### src/rtl/alu_server.sv
// alu_server: a small ALU shared by two clients through a round-robin arbiter.
// A granted request's operands are captured at accept. ADD/OR/SRL/SLTU/SUB
// take one clock; MUL is an 8-clock shift-add. The owner then gets a one-cycle
// done strobe while res_o holds the result.
// Ports:
//   clk_i, rst_i            clock, asynchronous active-low reset
//   reqN_i, aN_i, bN_i, opN_i  client N request, operands and opcode (N = 0, 1)
//   res_o                   shared result register, held between operations
//   done0_o, done1_o        one-cycle completion strobe per client
//   busy_o                  high whenever the FSM is not in IDLE
module alu_server (
    input  logic       clk_i,
    input  logic       rst_i,
    input  logic       req0_i,
    input  logic [7:0] a0_i,
    input  logic [7:0] b0_i,
    input  logic [2:0] op0_i,
    input  logic       req1_i,
    input  logic [7:0] a1_i,
    input  logic [7:0] b1_i,
    input  logic [2:0] op1_i,
    output logic [7:0] res_o,
    output logic       done0_o,
    output logic       done1_o,
    output logic       busy_o
);

    localparam int unsigned DW = 8;
    localparam int unsigned OW = 3;
    localparam int unsigned CW = 3;

    // Opcode encoding shared with the CPU's ALU.
    localparam logic [OW-1:0] ALU_ADD  = 3'b000;
    localparam logic [OW-1:0] ALU_OR   = 3'b001;
    localparam logic [OW-1:0] ALU_SRL  = 3'b010;
    localparam logic [OW-1:0] ALU_SLTU = 3'b011;
    localparam logic [OW-1:0] ALU_SUB  = 3'b100;
    localparam logic [OW-1:0] ALU_MUL  = 3'b111;

    typedef enum logic [1:0] {IDLE, EXEC, MUL, DONE} state_e;

    state_e        state_q, state_d;
    logic [DW-1:0] a_q, a_d, b_q, b_d, acc_q, acc_d, res_q, res_d;
    logic [OW-1:0] op_q, op_d;
    logic [CW-1:0] cnt_q, cnt_d;
    logic          owner_q, owner_d, last_q, last_d;
    logic          done0_q, done0_d, done1_q, done1_d, busy_q, busy_d;
    logic [DW-1:0] exec_res;
    logic          grant;

    // Single-cycle ALU on the captured operands; the shift uses all bits of b.
    always_comb begin
        exec_res = '0;
        case (op_q)
            ALU_ADD:  exec_res = a_q + b_q;
            ALU_OR:   exec_res = a_q | b_q;
            ALU_SRL:  exec_res = a_q >> b_q;
            ALU_SLTU: exec_res = DW'(a_q < b_q);
            ALU_SUB:  exec_res = a_q - b_q;
            default:  exec_res = '0;
        endcase
    end

    // Next-state, arbitration and datapath updates.
    always_comb begin
        state_d = state_q;
        a_d     = a_q;
        b_d     = b_q;
        op_d    = op_q;
        acc_d   = acc_q;
        res_d   = res_q;
        cnt_d   = cnt_q;
        owner_d = owner_q;
        last_d  = last_q;
        done0_d = 1'b0;
        done1_d = 1'b0;
        // On a tie the client not served last wins; otherwise the lone requester.
        grant   = (req0_i && req1_i) ? ~last_q : req1_i;

        case (state_q)
            IDLE: begin
                if (req0_i || req1_i) begin
                    owner_d = grant;
                    last_d  = grant;
                    a_d     = grant ? a1_i : a0_i;
                    b_d     = grant ? b1_i : b0_i;
                    op_d    = grant ? op1_i : op0_i;
                    acc_d   = '0;
                    cnt_d   = '0;
                    state_d = ((grant ? op1_i : op0_i) == ALU_MUL) ? MUL : EXEC;
                end
            end
            EXEC: begin
                res_d   = exec_res;
                done0_d = ~owner_q;
                done1_d = owner_q;
                state_d = DONE;
            end
            MUL: begin
                // Multiplicand shifts left, multiplier shifts right; 8 steps total.
                acc_d = acc_q + (b_q[0] ? a_q : DW'(0));
                a_d   = a_q << 1;
                b_d   = b_q >> 1;
                cnt_d = CW'(cnt_q + 1'b1);
                if (cnt_q == CW'(7)) begin
                    res_d   = acc_d;
                    done0_d = ~owner_q;
                    done1_d = owner_q;
                    state_d = DONE;
                end
            end
            DONE: begin
                state_d = IDLE;
            end
            default: begin
                state_d = IDLE;
            end
        endcase

        busy_d = (state_d != IDLE);
    end

    // State and output registers.
    always_ff @(posedge clk_i or negedge rst_i) begin
        if (!rst_i) begin
            state_q <= IDLE;
            a_q     <= '0;
            b_q     <= '0;
            op_q    <= '0;
            acc_q   <= '0;
            res_q   <= '0;
            cnt_q   <= '0;
            owner_q <= 1'b0;
            last_q  <= 1'b1;
            done0_q <= 1'b0;
            done1_q <= 1'b0;
            busy_q  <= 1'b0;
        end else begin
            state_q <= state_d;
            a_q     <= a_d;
            b_q     <= b_d;
            op_q    <= op_d;
            acc_q   <= acc_d;
            res_q   <= res_d;
            cnt_q   <= cnt_d;
            owner_q <= owner_d;
            last_q  <= last_d;
            done0_q <= done0_d;
            done1_q <= done1_d;
            busy_q  <= busy_d;
        end
    end

    assign res_o   = res_q;
    assign done0_o = done0_q;
    assign done1_o = done1_q;
    assign busy_o  = busy_q;

endmodule
### config.mk
export PLATFORM = sky130hd
export DESIGN_NAME = alu_server
export DESIGN_NICKNAME = d
export VERILOG_FILES = /design/src/rtl/alu_server.sv
export SDC_FILE = /design/constraint.sdc
export NUM_CORES = 1
export LEC_CHECK = 0
export BUFFER_PORTS_ARGS = -buffer_cell sky130_fd_sc_hd__buf_4
export CORE_MARGIN = 5
export CORE_UTILIZATION = 63
export DETAILED_ROUTE_END_ITERATION = 10
export PLACE_DENSITY_LB_ADDON = 0.2
export SLEW_MARGIN = 20
export SYNTH_ARGS = -nofsm -noshare
export SYNTH_HDL_FRONTEND = slang
export SYNTH_SLANG_ARGS = --single-unit
### constraint.sdc
create_clock -name clk_i -period 5.46 [get_ports clk_i]
set_input_delay 0.273 -clock clk_i [delete_from_list [all_inputs] [get_ports clk_i]]
set_output_delay 0.273 -clock clk_i [all_outputs]
set_load 0.05 [all_outputs]
# Word-level counts from Yosys, hierarchy flattened
# Cells that the tools add are included.
# Widths: inputs -> output; s select.
totals:
  reg_bits: 45
  input_bits: 42
  wordCells: 66
  output_inout_bits: 11
classes:
  eq_ne: 11
  n_addsub: 4
  n_shift: 1
  magnitude_cmp: 1
  n_bitwise: 3
  reduce_logical: 10
  muxes: 24
op_table:
  columns: ["op", "count"]
  rows:
  - ["$pmux 8 s2", 4]
  - ["$mux 8", 7]
  - ["$pmux 8 s5", 1]
  - ["$add 8x8->8", 2]
  - ["$eq 3x3->1 const B", 3]
  - ["$lt 8x8->1", 1]
  - ["$or 8x8->8", 1]
  - ["$pmux 2 s4", 1]
  - ["$shr 8x8->8", 1]
  - ["$sub 8x8->8", 1]
  - ["$eq 3x2->1 const B", 2]
  - ["$mux 2", 3]
  - ["$mux 3", 2]
  - ["$pmux 3 s2", 1]
  - ["$reduce_and 2->1", 3]
  - ["$reduce_bool 2->1", 3]
  - ["$eq 2x2->1 const B", 2]
  - ["$ne 2x2->1 const B", 2]
  - ["$pmux 1 s2", 2]
  - ["$add 3x1->3 const B", 1]
  - ["$eq 3x1->1 const B", 1]
  - ["$logic_not 3->1", 1]
  - ["$mux 1", 3]
  - ["$eq 2x1->1 const B", 1]
  - ["other kinds (4)", 5]

# Logic depth before layout (Yosys ltp)
logic_depth:
  depth_word: 8
  ltp_mapped: 10
  mapped_depth_nobuf: 9

# Worst setup path after synthesis
# OpenSTA, ideal clock, no wires.
synth_timing:
  path_kind: "register to register"
  startpoint: "register a_q[0]"
  endpoint: "register res_q[6] (netlist: res_o[6])"
  t_arrival_ns: 2.291
  stages_incl_launch_ff: 10
  setup_slack_ns: 3.023
  period_less_slack_ns: 2.437
  path_buffers: 0
  t_required_ns: 5.314
  setup_time_ns: 0.146
  path_cell_list: "dfrtp_1 -> inv_1 -> ha_1 -> fa_1 -> or3_1 -> a311oi_2 -> nor3_1 -> a21o_1 -> a221oi_2 -> o221ai_1"
synth_via:
  elab_chain_cells: 4
  elab_cells_between_ends: 8
  classes_between: "add/sub (3); shift (1); mux (4)"
synth_rtl:
  columns: ["item", "line_no", "rtl"]
  rows:
  - ["from (decl)", "43", "logic [DW-1:0] a_q, a_d, b_q, b_d, acc_q, acc_d, res_q, res_d;"]
  - ["from (signal assigned)", "127", "a_q <= '0;"]
  - ["from (signal assigned)", "140", "a_q <= a_d;"]
  - ["$mux 8", "101", "acc_d = acc_q + (b_q[0] ? a_q : DW'(0));"]
  - ["$add 8x8->8", "101", null]
  - ["$mux 8", "105", "if (cnt_q == CW'(7)) begin"]
  - ["$pmux 8 s2 *", "80", "case (state_q)"]
  - ["to (signal assigned)", "144", "res_q <= res_d;"]
  - ["to (decl)", "43", null]
# Mark *: on every way between the ends. The rest lies on a longest branch, timed or not. The select of a mux whose other input is x is not followed.
# A chain may end at the register's enable or synchronous reset.

# Worst setup path in the final report
layout_timing:
  startpoint: "register b_q[0]"
  endpoint: "register res_q[6] (netlist: res_o[6])"
layout_via:
  elab_chain_cells: 4
  elab_cells_between_ends: 8
  classes_between: "add/sub (3); shift (1); mux (4)"
layout_rtl:
  columns: ["item", "line_no", "rtl"]
  rows:
  - ["from (decl)", "43", null]
  - ["from (signal assigned)", "128", "b_q <= '0;"]
  - ["from (signal assigned)", "141", "b_q <= b_d;"]
  - ["$mux 8", "101", null]
  - ["$add 8x8->8", "101", null]
  - ["$mux 8", "105", null]
  - ["$pmux 8 s2 *", "80", null]
# Marks and branches as above.

==> impl_metrics.env <==
export IMPL_setup_violations=0
export IMPL_max_slew_margin_pct=39.1
export IMPL_place_congestion=0.961
export IMPL_stdcell_area_sq_um=4300
export IMPL_clock_skew_ns=0.0135
export IMPL_maxSlewViolCount=0
export IMPL_grt_pass1_wl_mm=16.3
export IMPL_cts_tree="built"
export IMPL_finalCritPeriodShare_pct=51.5
export IMPL_setup_ws_ns=2.65
export IMPL_path_max_fanout=14
export IMPL_area_growth_pct=13.4
export IMPL_drc=0
export IMPL_cts_resized=0
export IMPL_rsz0062_at_grt="false"
export IMPL_routedWlPerCell_um=17.7
export IMPL_seq_area_sq_um=1130
export IMPL_fillers=449
export IMPL_grt_total_usage_pct=27.6
export IMPL_netlist_area_leader_share_pct=29.1
export IMPL_clkSlewWorstSetupHoldPaths_ns=0.10
export IMPL_num_vias=3480
export IMPL_place_area_sq_um=4200
export IMPL_drive_gt1_share_pct=16.8
export IMPL_routed_wl_mm=9.98
export IMPL_clk_latency_ns=0.31
export IMPL_setup_worst_path_start_class="register"
export IMPL_nets=569
export IMPL_die_width_um=87.6
export IMPL_hold_violations=0
export IMPL_ios=53
export IMPL_yosys_top_cells_area="dfrtp_1 (29%), ha_1 (12%), mux2i_1 (7.7%)"
export IMPL_synth_edf_count=0
export IMPL_drv_cap=0
export IMPL_synth_top_area_cell="dfrtp_1"
export IMPL_clockBufferDepth=2
export IMPL_start_util_pct=64.4
export IMPL_grt_max_degree=50
export IMPL_die_area_sq_um=7670
export IMPL_synth_area_sq_um=3790
export IMPL_synthDistinctLibCells=71
export IMPL_postCtsHoldBufs=1
export IMPL_port_buffers=52
export IMPL_required_ns=5.63
export IMPL_grt_antenna_before_repair=0
export IMPL_first_pass_iters=5
export IMPL_drt_first_iter_violations=293
export IMPL_clock_fmax_mhz=356
export IMPL_ys_warn_count=0
export IMPL_grt_overflow_total=0
export IMPL_antennaDiodeCount=0
export IMPL_worstSetupEndpointType="register"
export IMPL_syn_area_per_cell_sq_um=8.48
export IMPL_fin_crit_ns=2.81
export IMPL_crit_arrival_ns=2.98
export IMPL_dp_hpwl_mm=7.69
export IMPL_synth_flop_cell="dfrtp_1"
export IMPL_multiInputGateArea_sq_um=2480
export IMPL_htreeDepth=2
export IMPL_cellPowerDensity_nw_per_um2=635
export IMPL_hold_path_class="primary input to register"
export IMPL_cts_sink_count=45
export IMPL_coreArea_sq_um=5890
export IMPL_r2r_setup_slack_ns=2.65
export IMPL_synth_cells=447
export IMPL_finalPower_mw=2.73
export IMPL_fp_row_count=28
export IMPL_cts_buffers=5
export IMPL_grt_pass1_vias=3326
export IMPL_ys_ff_latch=45
export IMPL_syn_num_nets=529
export IMPL_yosysSeqAreaShare_pct=29.7
export IMPL_run_status="complete, no violations"
export IMPL_pre_cts_ws_ns=2.70
export IMPL_path_class="register to register"
export IMPL_finalSetupTns_ns=0
export IMPL_worst_slew_pin_slew_ns=0.914
export IMPL_viasPerCell=6.18
export IMPL_irDropWorstVdd_uv=457
export IMPL_post_cts_buffers=0
export IMPL_synthArstFlopShare_pct=100
export IMPL_leakagePower_nw=2.01
export IMPL_root_buffer="clkbuf_8"
export IMPL_ant_nets=0
export IMPL_die_h_um=87.6
[power breakdown]
part / internal, mW / switching, mW
clock network: 0.0912 / 0.132
logic: 0.704 / 1.09
registers: 0.478 / 0.235
[layout make-up]
class / count / share of cell area [%]
clock buffers: 5 / 1.60
clock inverters: 3 / 0.495
inverters: 23 / 2.01
multi-input cells: 356 / 57.6
flip-flops and latches: 45 / 26.2
well taps: 75 / 2.18
repair buffers: 56 / 9.84
[Yosys cell counts, types with 3 or more instances]
| library cell | number |
|---|---|
| nand2_1 | 58 |
| dfrtp_1 | 44 |
| o21ai_0 | 44 |
| nor2_1 | 38 |
| ha_1 | 37 |
| mux2i_1 | 29 |
| a21oi_1 | 24 |
| inv_1 | 20 |
| clkbuf_1 | 12 |
| nor3_1 | 9 |
| a211oi_1 | 7 |
| buf_2 | 7 |
| a21o_1 | 6 |
| a31oi_1 | 6 |
| nand2b_1 | 6 |
| xnor2_1 | 6 |
| o21ai_1 | 5 |
| and2_1 | 4 |
| o21bai_1 | 4 |
| o22ai_1 | 4 |
| xor2_1 | 4 |
| fa_1 | 3 |
| mux2_2 | 3 |
| nor2b_1 | 3 |
| o221ai_1 | 3 |
| o31ai_1 | 3 |
| or3_1 | 3 |
[cell families (layout without fill, tap and decap cells)]
kind of cell	Yosys count	in the layout	share of synthesized area, %
xor+xnor	10	10	2.31
fa+ha+maj	40	40	13.8
buf+inv	46	87	5.08
flops	45	45	29.7
mux	34	34	9.44
compound gates	134	134	22.8
simple gates	138	138	16.8
[stage by stage]
stage,std cells,hold slack [ns],utilization (%)
CTS,563,0.150,73.0
floorplan,447,-0.0226,-
detailed placement,554,0.315,71.3
global placement,554,0.312,71.3
finish,563,0.153,73.0
global route,563,0.160,73.0
[path summary, 6_finish.rpt]
kind | start | end | cells after the start
max | b_q[0] | res_o[6] | 8
min reg2reg | owner_q | done0_o | 1
min in group asynchronous | rst_i | res_o[5] | 2
max in group asynchronous | rst_i | b_q[5] | 2
max reg2reg | b_q[0] | res_o[6] | 8
min | req0_i | last_q | 2
[placed cells by master (no fill, tap or decap), drive strengths merged, types with 3 or more instances in the layout]
cell,instances
a211oi,7
a21o,6
a21oi,25
a221oi,3
a31oi,6
and2,4
buf,55
clkbuf,5
dfrtp,44
fa,3
ha,37
inv,23
mux2,4
mux2i,29
nand2,58
nand2b,6
nor2,38
nor2b,3
nor3,9
o21ai,49
o21bai,4
o221ai,3
o22ai,4
o31ai,3
or2,3
or3,3
xnor2,6
xor2,4
[routing by layer]
metal | up-vias | global-route usage, % | share of wire (%) | routed length, um
li1 | 1676 | - | - | -
met5 | - | 0 | 0 | 0
met4 | 0 | 10.0 | 2.8 | 283
met2 | 169 | 43.9 | 47 | 4710
met3 | 32 | 4.05 | 7.0 | 697
met1 | 1603 | 38.2 | 43 | 4300
[critical path: stages (launching register included)]
cell and delay, ns:
dfrtp_1 0.57, ha_1 0.32, fa_1 0.41, or3_1 0.41, a311oi_2 0.34, nor3_1 0.08, a21o_1 0.17, a221oi_2 0.23
o221ai_1 0.15
[sequential cells by signal (all words and copies together), names as in the netlist]
name     flops
last_q       1
done1_o      1
res_o        8
acc_q        8
op_q         3
cnt_q        3
b_q          8
done0_o      1
a_q          8
owner_q      1
busy_o       1
state_q      2
No activity file was read; power rests on OpenSTA's default activity.
